[src/rtl/sixteen_bit_alu_pkg.sv]
// Shared definitions for the 16-bit registered ALU: width, opcodes, category decode.
// Latency: n/a (constants and a pure function).
// Backpressure: n/a. MUL/DIV category membership depends on macro ALU_MULDIV_EN.
package sixteen_bit_alu_pkg;

  localparam int DATA_W = 16;

  localparam logic [3:0] OP_ADD  = 4'b0000;
  localparam logic [3:0] OP_SUB  = 4'b0001;
  localparam logic [3:0] OP_MUL  = 4'b0010;
  localparam logic [3:0] OP_DIV  = 4'b0011;
  localparam logic [3:0] OP_AND  = 4'b0100;
  localparam logic [3:0] OP_OR   = 4'b0101;
  localparam logic [3:0] OP_NAND = 4'b0110;
  localparam logic [3:0] OP_NOR  = 4'b0111;
  localparam logic [3:0] OP_XOR  = 4'b1000;
  localparam logic [3:0] OP_XNOR = 4'b1001;
  localparam logic [3:0] OP_EQ   = 4'b1010;
  localparam logic [3:0] OP_GT   = 4'b1011;
  localparam logic [3:0] OP_LT   = 4'b1100;
  localparam logic [3:0] OP_SHR  = 4'b1101;
  localparam logic [3:0] OP_SHL  = 4'b1110;
  localparam logic [3:0] OP_NOP  = 4'b1111;

  // Category flags as {arith, logic, cmp, shift}; at most one bit set.
  // Without the multiplier/divider, MUL and DIV codes act as NOP and carry no category.
  function automatic logic [3:0] cat_decode(input logic [3:0] fun);
    logic [3:0] cat;
    cat = 4'b0000;
    case (fun)
      OP_ADD, OP_SUB: cat = 4'b1000;
`ifdef ALU_MULDIV_EN
      OP_MUL, OP_DIV: cat = 4'b1000;
`endif
      OP_AND, OP_OR, OP_NAND, OP_NOR, OP_XOR, OP_XNOR: cat = 4'b0100;
      OP_EQ, OP_GT, OP_LT: cat = 4'b0010;
      OP_SHR, OP_SHL: cat = 4'b0001;
      default: cat = 4'b0000;
    endcase
    return cat;
  endfunction

endpackage

[src/rtl/alu_arith_unit.sv]
// Combinational ADD/SUB (and MUL/DIV when ALU_MULDIV_EN is defined) with carry/borrow/overflow.
// Latency: 0 cycles (pure combinational; registered by the parent).
// Backpressure: none; result is valid whenever inputs are.
module alu_arith_unit
  import sixteen_bit_alu_pkg::*;
(
  input  logic [DATA_W-1:0] a,
  input  logic [DATA_W-1:0] b,
  input  logic [3:0]        op,
  output logic [DATA_W-1:0] result,
  output logic              carry
);

  logic [DATA_W:0] sum;
  logic [DATA_W:0] diff;

  assign sum  = {1'b0, a} + {1'b0, b};
  // Bit 16 of the 17-bit difference is set exactly when a < b (borrow).
  assign diff = {1'b0, a} - {1'b0, b};

`ifdef ALU_MULDIV_EN
  logic [2*DATA_W-1:0] prod;
  assign prod = {{DATA_W{1'b0}}, a} * {{DATA_W{1'b0}}, b};
`endif

  // Select the arithmetic result and its carry; non-arithmetic codes yield zero.
  always_comb begin
    result = '0;
    carry  = 1'b0;
    case (op)
      OP_ADD: begin
        result = sum[DATA_W-1:0];
        carry  = sum[DATA_W];
      end
      OP_SUB: begin
        result = diff[DATA_W-1:0];
        carry  = diff[DATA_W];
      end
`ifdef ALU_MULDIV_EN
      OP_MUL: begin
        result = prod[DATA_W-1:0];
        carry  = |prod[2*DATA_W-1:DATA_W];
      end
      OP_DIV: begin
        // Divide-by-zero returns zero and raises carry instead of an undefined quotient.
        if (b == '0) begin
          result = '0;
          carry  = 1'b1;
        end else begin
          result = a / b;
          carry  = 1'b0;
        end
      end
`endif
      default: begin
        result = '0;
        carry  = 1'b0;
      end
    endcase
  end

endmodule

[src/rtl/sixteen_bit_alu.sv]
// Registered 16-bit ALU: arithmetic, bitwise logic, unsigned compare, 1-bit shift; MUL/DIV gated by ALU_MULDIV_EN.
// Latency: 1 cycle, result and flags change only on the rising edge of clk.
// Backpressure: none; a new operation is accepted every cycle.
module sixteen_bit_alu
  import sixteen_bit_alu_pkg::*;
(
  input  logic              clk,
  input  logic              rst_n,
  input  logic [DATA_W-1:0] A,
  input  logic [DATA_W-1:0] B,
  input  logic [3:0]        ALU_FUN,
  output logic [DATA_W-1:0] ALU_OUT,
  output logic              Carry_flag,
  output logic              Arith_flag,
  output logic              Logic_flag,
  output logic              CMP_flag,
  output logic              Shift_flag
);

  logic [DATA_W-1:0] arith_res;
  logic              arith_carry;
  logic [DATA_W-1:0] nxt_out;
  logic              nxt_carry;
  logic [3:0]        nxt_cat;

  alu_arith_unit u_arith (
    .a      (A),
    .b      (B),
    .op     (ALU_FUN),
    .result (arith_res),
    .carry  (arith_carry)
  );

  // Next-state result mux; carry only propagates from the arithmetic unit.
  always_comb begin
    nxt_out   = '0;
    nxt_carry = 1'b0;
    nxt_cat   = cat_decode(ALU_FUN);
    case (ALU_FUN)
      OP_ADD, OP_SUB, OP_MUL, OP_DIV: begin
        nxt_out   = arith_res;
        nxt_carry = arith_carry;
      end
      OP_AND:  nxt_out = A & B;
      OP_OR:   nxt_out = A | B;
      OP_NAND: nxt_out = ~(A & B);
      OP_NOR:  nxt_out = ~(A | B);
      OP_XOR:  nxt_out = A ^ B;
      OP_XNOR: nxt_out = ~(A ^ B);
      OP_EQ:   nxt_out = {{(DATA_W-1){1'b0}}, (A == B)};
      OP_GT:   nxt_out = {{(DATA_W-1){1'b0}}, (A > B)};
      OP_LT:   nxt_out = {{(DATA_W-1){1'b0}}, (A < B)};
      OP_SHR:  nxt_out = {1'b0, A[DATA_W-1:1]};
      OP_SHL:  nxt_out = {A[DATA_W-2:0], 1'b0};
      default: begin
        nxt_out   = '0;
        nxt_carry = 1'b0;
      end
    endcase
  end

  // Output register with synchronous reset taking priority over any operation.
  always_ff @(posedge clk) begin
    if (!rst_n) begin
      ALU_OUT    <= '0;
      Carry_flag <= 1'b0;
      Arith_flag <= 1'b0;
      Logic_flag <= 1'b0;
      CMP_flag   <= 1'b0;
      Shift_flag <= 1'b0;
    end else begin
      ALU_OUT    <= nxt_out;
      Carry_flag <= nxt_carry;
      Arith_flag <= nxt_cat[3];
      Logic_flag <= nxt_cat[2];
      CMP_flag   <= nxt_cat[1];
      Shift_flag <= nxt_cat[0];
    end
  end

endmodule

[config.mk]
export PLATFORM = sky130hd
export DESIGN_NAME = sixteen_bit_alu
export DESIGN_NICKNAME = d
export VERILOG_FILES = /design/src/rtl/sixteen_bit_alu_pkg.sv /design/src/rtl/alu_arith_unit.sv /design/src/rtl/sixteen_bit_alu.sv
export SDC_FILE = /design/constraint.sdc
export NUM_CORES = 1
export LEC_CHECK = 0
export ABC_AREA = 1
export CORE_ASPECT_RATIO = 1.2
export CORE_MARGIN = 2
export CORE_UTILIZATION = 61
export CTS_CLUSTER_DIAMETER = 80
export CTS_CLUSTER_SIZE = 20
export DETAILED_ROUTE_END_ITERATION = 6
export GPL_TIMING_DRIVEN = 1
export PLACE_DENSITY = 0.85
export SYNTH_ARGS = -nofsm -noshare
export SYNTH_HDL_FRONTEND = slang
export SYNTH_SLANG_ARGS = --single-unit
[constraint.sdc]
create_clock -name clk -period 4.1 [get_ports clk]
set_clock_uncertainty 0.05 [all_clocks]
set_input_delay 0.615 -clock clk [delete_from_list [all_inputs] [get_ports clk]]
set_output_delay 0.615 -clock clk [all_outputs]
set_load 0.02 [all_outputs]
==> impl_metrics.py, run 1 <==
metrics = {
    "global_routing": {
        "antenna_found_initial": 0,
        "grt_pass1_vias": 4737,
        "grt_max_degree": 15,
        "grt_pass1_wl_um": 21400,
        "grt_usage_pct": 38.0,
        "grt.overflow.total": 0,
    },
    "timing": {
        "worst_hold_slack_ns": 0.941,
        "setup-tns-final_ns": 0,
        "min_period_ns": 2.75,
        "drv_slew": 0,
        "max-slew-margin-rel_pct": 47.6,
        "rsz0062_at_grt": "false",
        "tightestPinTransition_ns": 0.785,
        "hold_violations": 0,
        "clock.fmax_ghz": 0.364,
        "fin_crit_sh_pct": 67.0,
        "finalSetupViolations": 0,
    },
    "synthesis": {
        "ys_warn_count": 0,
        "synthTopCellsByArea": "nand2_1 (20%), ha_1 (18%), inv_1 (12%), dfxtp_1 (11%), nand3_1 (7.7%)",
        "async_reset_ff_share_pct": 0,
        "ys_types": 34,
        "yosysTopAreaCell": "nand2_1",
        "ys_seq_area_share_pct": 10.6,
        "synth_top_family_by_area": "simple AND/OR/NAND/NOR gates",
        "yosysTopAreaCellShare_pct": 20.2,
        "synth_compound_area_share_pct": 15.8,
        "ys_seq_elements": 21,
        "synth_flop_cell": "dfxtp_1",
        "syn_area_sq_um": 3960,
        "synthAdderAreaFrac_pct": 19.0,
        "synth_edf_count": 0,
        "muxShareOfSynthArea_pct": 0,
        "synth_cells": 711,
        "synth_simple_gate_area_share_pct": 39.1,
        "synth-xor-area-share_pct": 0.221,
        "synth.avg_cell_area_sq_um": 5.57,
        "syn-num-nets": 808,
    },
    "critical_path": {
        "endpoint_kind": "register",
        "path_max_fanout": 4,
        "cp_data_required_time_ns": 4.23,
        "arrival_ns": 2.88,
        "crit_start": "B[0]",
        "crit_type": "in2reg",
        "critPathLaunchType": "input port",
        "critPathCapture": "ALU_OUT[14]",
    },
    "cts": {
        "cts_sinks": 21,
        "cts.clk_slew.worst_paths_ns": 0.09,
        "cts_buffer_depth": 2,
        "h-tree-depth": 1,
        "ctsHoldBuffers": 0,
        "post_cts_buffers": 0,
        "cts_buffers": 3,
        "cts.repair.resized": 0,
        "cts_root_buffer": "clkbuf_8",
        "tritoncts": "built",
    },
    "finish": {
        "area_growth_pct": 15.9,
        "insertedDiodeCount": 0,
        "drive_gt1_share_pct": 2.39,
        "nets": 852,
        "stdcell_count": 839,
        "final_util_pct": 72.2,
    },
    "route": {
        "routed_wl_um": 13800,
        "ant_nets": 0,
        "route.detailed.drc": 0,
        "drt_iter0_drc": 539,
        "via_count": 5029,
        "first_pass_iters": 5,
        "post_drt_wl_per_cell_um": 16.4,
        "via_per_inst": 5.99,
    },
    "power": {
        "p_leak_nw": 2.51,
        "p_per_area_nw_per_um2": 191,
        "power_mw": 0.879,
        "vdd_drop_max_mv": 0.123,
    },
    "floorplanning": {
        "row_count": 32,
        "start_util_pct": 62.2,
        "die_w_um": 77.6,
        "coreArea_sq_um": 6370,
        "pin_count": 59,
        "die-area_sq_um": 7160,
        "die-height_um": 92.3,
    },
    "run": {
        "drv_cap": 0,
    },
    "placement": {
        "place_congestion": 1.08,
        "dpl.hpwl_um": 10500,
        "dpl.cell_count": 835,
        "port_buffers": 58,
    },
    "min_path": {
        "hold_path_class": "in2reg",
    },
    "status": {
        "outcome": "finished, final reports clean",
    },
}
[layout by cell type, fill, tap and decap left out, types with 2 or more instances in the layout]
master           Yosys  final
a211oi_1             4      4
a21oi_1             35     35
a22oi_1              5      5
clkbuf_8             0      3
clkdlybuf4s50_1      0     58
dfxtp_1             21     21
fa_1                 2      2
ha_1                57     57
inv_1              130    130
inv_2                4      4
nand2_1            213    213
nand2_2              4      4
nand3_1             61     61
nand4_1              9      9
nor2_1              65     65
nor2_2               5      5
nor3_1              10     10
nor4_1               2      2
o2111ai_1            6      6
o211ai_1             3      3
o21a_1               2      2
o21ai_0             25     25
o21bai_1             4      4
o22ai_1             17     17
[stage by stage]
step	worst slack [ns]	instance area, sq um
finish	1.35	4590
global route	1.12	4590
CTS	1.37	4590
detailed placement	1.08	4550
global placement	1.11	4550
floorplan	1.95	3960
[area by class of cell]
| type | count | area [sq um] |
|---|---|---|
| clock buffer | 3 | 41.3 |
| clock inverter | 1 | 5.00 |
| fill | 574 | 1770 |
| inverter | 134 | 503 |
| multi-input combinational | 537 | 2940 |
| sequential | 21 | 420 |
| tap | 85 | 106 |
| timing repair buffer | 58 | 581 |
[worst max-delay path, cell delays in order]
cell and delay (ns):
clkdlybuf4s50_1 0.50, ha_1 0.21, inv_1 0.08, fa_1 0.38, inv_1 0.08, nand3_1 0.10, nand3_1 0.16, nand2_1 0.07
nand2_1 0.15, nand2_1 0.13, nand2_1 0.08, nand2_1 0.04, nand3_1 0.07, nand3_1 0.08, nand2_1 0.06, inv_1 0.06
[layer usage]
layer | global-route usage [%] | vias up | wire [um]
met1 | 43.4 | 2238 | 4920
li1 | - | 2350 | -
met5 | 0 | - | 0
met4 | 29.5 | 0 | 1040
met3 | 4.48 | 89 | 1480
met2 | 64.1 | 352 | 6330
[cell families (layout without fill, tap and decap cells)]
kind of cell    Yosys count  in the layout
buf+inv                 153            196
xor+xnor                  1              1
simple gates            372            372
fa+ha+maj                59             59
flops                    21             21
compound gates          105            105
[worst min-delay path by stage]
stage               startpoint          to  slack [ns]  depth (start not counted)
finish              ALU_FUN[1]  Arith_flag        0.94                          2
global placement    ALU_FUN[1]  Arith_flag        1.23                          2
global route        ALU_FUN[1]  Arith_flag        0.97                          2
detailed placement  ALU_FUN[1]  Arith_flag        1.23                          2
floorplan           ALU_FUN[1]  Arith_flag        0.64                          1
CTS                 ALU_FUN[1]  Arith_flag        0.94                          2
[report_power, final]
part           switching, mW  internal, mW  leakage [nW]
clock                 0.0919        0.0685        0.0255
sequential           0.00486         0.220         0.173
combinational          0.316         0.177          2.31
total                  0.413         0.466          2.51
[cells in the mapped netlist (6+ instances only)]
| master | instances |
|---|---|
| a21oi_1 | 35 |
| buf_2 | 16 |
| dfxtp_1 | 21 |
| ha_1 | 57 |
| inv_1 | 130 |
| nand2_1 | 213 |
| nand3_1 | 61 |
| nand4_1 | 9 |
| nor2_1 | 65 |
| nor3_1 | 10 |
| o2111ai_1 | 6 |
| o21ai_0 | 25 |
| o22ai_1 | 17 |
[state kept, by name (all words and copies together), names as in the netlist]
register	flops
CMP_flag	1
Carry_flag	1
Logic_flag	1
Arith_flag	1
ALU_OUT	16
Shift_flag	1
Note: power is estimated with default switching activity, not from simulation.
==> inputs of run 2 (changes only) <==
Settings changed: CORE_UTILIZATION 61 to 51, PLACE_DENSITY 0.85 to 0.76.
Clock period 4.1 ns to 2.5 ns, I/O delays scaled along.
==> impl_metrics.py, run 2 (synthesis gave the netlist of run 1 again) <==
metrics = {
    "power": {
        "switchingPower_mw": 0.721,
        "seq_power_share_pct": 22.9,
        "power_mw": 1.61,
        "pwr-share-clk_pct": 16.3,
        "p_leak_nw": 2.99,
        "p_comb_share_pct": 60.8,
        "vdd_drop_max_mv": 0.296,
        "p_int_mw": 0.887,
        "swShare_pct": 44.8,
        "p_per_area_nw_per_um2": 300,
    },
    "run": {
        "drv_cap": 0,
    },
    "global_routing": {
        "grt.overflow.total": 0,
        "grt_usage_pct": 36.8,
        "antenna_found_initial": 0,
        "grt_pass1_wl_um": 24600,
        "grt_pass1_vias": 5121,
        "grt_max_degree": 14,
    },
    "critical_path": {
        "path_max_fanout": 4,
        "critPathLaunchType": "input port",
        "cp.buffers_inverters": 4,
        "critPathMaxStageDelay_ns": 0.48,
        "endpoint_kind": "register",
        "crit_start": "B[0]",
        "arrival_ns": 2.51,
        "cpMaxStageDelayCell": "clkdlybuf4s50_1",
        "cp_data_required_time_ns": 2.64,
        "worst_path_dominant_cell_family": "simple AND/OR/NAND/NOR gates",
        "crit_top_cell": "nand3_1",
        "crit_type": "in2reg",
        "cp_cell_sequence": "clkdlybuf4s50_1 > buf_4 > ha_1 > inv_1 > fa_1 > nand3_1 > nand3_1 > nand2_1 > nand3_1 > nand3_1 > nand3_1 > nand2_1 > inv_1",
    },
    "floorplanning": {
        "coreArea_sq_um": 7620,
        "pin_count": 59,
        "die-height_um": 101,
        "die-area_sq_um": 8490,
        "row_count": 35,
        "start_util_pct": 52.0,
        "die_w_um": 84.5,
    },
    "route": {
        "first_pass_iters": 5,
        "via_count": 5225,
        "ant_nets": 0,
        "route.detailed.drc": 0,
        "drt_iter0_drc": 304,
        "routed_wl_um": 15800,
        "via_per_inst": 5.53,
        "post_drt_wl_per_cell_um": 16.7,
    },
    "cts": {
        "h-tree-depth": 1,
        "cts_buffer_depth": 2,
        "cts_root_buffer": "clkbuf_8",
        "tritoncts": "built",
        "cts_buffers": 3,
        "ctsHoldBuffers": 0,
        "cts.clk_slew.worst_paths_ns": 0.10,
        "cts_sinks": 21,
    },
    "timing": {
        "drv_slew": 0,
        "rsz0062_at_grt": "false",
        "clock.fmax_ghz": 0.421,
        "tightestPinTransition_ns": 0.430,
        "finalSetupViolations": 0,
        "worst_hold_slack_ns": 0.713,
        "hold_violations": 0,
        "min_period_ns": 2.37,
        "max-slew-margin-rel_pct": 71.3,
        "fin_crit_sh_pct": 94.9,
    },
    "placement": {
        "port_buffers": 58,
        "dpl.hpwl_um": 12800,
        "place_congestion": 1.01,
    },
    "status": {
        "outcome": "finished, final reports clean",
    },
    "finish": {
        "layout_commonest_cell": "nand2_1",
        "nets": 950,
        "regArea_sq_um": 420,
        "drive_gt1_share_pct": 13.7,
        "area_growth_pct": 35.1,
        "largest_reg_flops": 16,
        "fillers": 691,
        "insertedDiodeCount": 0,
        "multiInputGateArea_sq_um": 2940,
        "top_register": "ALU_OUT",
        "final_cell_mix": "nand2_1 (212), inv_1 (130), buf_4 (97)",
        "final_util_pct": 70.2,
    },
    "min_path": {
        "hold_path_class": "in2reg",
        "whs_endpoint": "Arith_flag",
        "hold_path.startpoint": "ALU_FUN[1]",
        "min_path_cells": 2,
    },
}
[run 2: changes by cell type in the layout (fill, tap and decap cells not counted)]
| cell | before | now |
|---|---|---|
| nand2_1 | 213 | 212 |
| buf_4 | 0 | 97 |
| buf_12 | 0 | 1 |
| nand2_2 | 4 | 5 |
[run 2: worst max-delay path by stage]
stage	end	slack [ns]	depth (start not counted)
after floorplan	ALU_OUT[14]	0.59	15
after global routing	ALU_OUT[11]	0.01	15
after global placement	ALU_OUT[14]	-0.09	13
final	ALU_OUT[14]	0.13	13
after detailed placement	ALU_OUT[14]	-0.13	16
after CTS	Carry_flag	0.16	14
[run 2: timing repair]
| item | in CTS | in global routing |
|---|---|---|
| gates resized for setup | 0 | 1 |
| setup buffers | 0 | 0 |
| endpoints found under the setup margin | 0 | 1 |
[run 2: layout make-up]
type / count / area share (%)
timing repair buffer: 156 / 24.8
clock inverter: 1 / 0.0935
tap: 92 / 2.15
multi-input combinational: 537 / 54.9
sequential: 21 / 7.85
inverter: 134 / 9.40
clock buffer: 3 / 0.771
[run 2: routing by layer]
layer	vias up	GRT usage, %	routed length [um]
met5	-	0	0
met4	0	18.1	795
met3	56	3.69	1280
met2	281	69.2	7830
met1	2334	41.2	5900
li1	2554	-	-
[run 2: per-stage QoR]
| stage | instance area [sq um] | TNS, ns | instances | setup WS [ns] |
|---|---|---|---|---|
| floorplan | 3960 | 0 | 711 | 0.589 |
| global placement | 5300 | -0.485 | 940 | -0.0939 |
| detailed placement | 5300 | -0.922 | 940 | -0.128 |
| CTS | 5350 | 0 | 944 | 0.158 |
| global route | 5350 | 0 | 944 | 0.0128 |
| finish | 5350 | 0 | 944 | 0.127 |
[run 2: power by group through the flow]
stage          Combinational [mW]  Clock, mW  Sequential, mW
2_1_floorplan               0.480          0           0.409
3_3_place_gp                0.936          0           0.374
3_5_place_dp                0.955          0           0.375
4_1_cts                     0.960      0.259           0.368
5_1_grt                      1.07      0.274           0.369
6_report                    0.978      0.263           0.367
==> inputs of run 3 (changes only) <==
Settings changed: SKIP_CTS_REPAIR_TIMING from default to 1.
==> results of run 3 <==
Same layout as run 2: the final DEF is identical, and so are final timing and power.
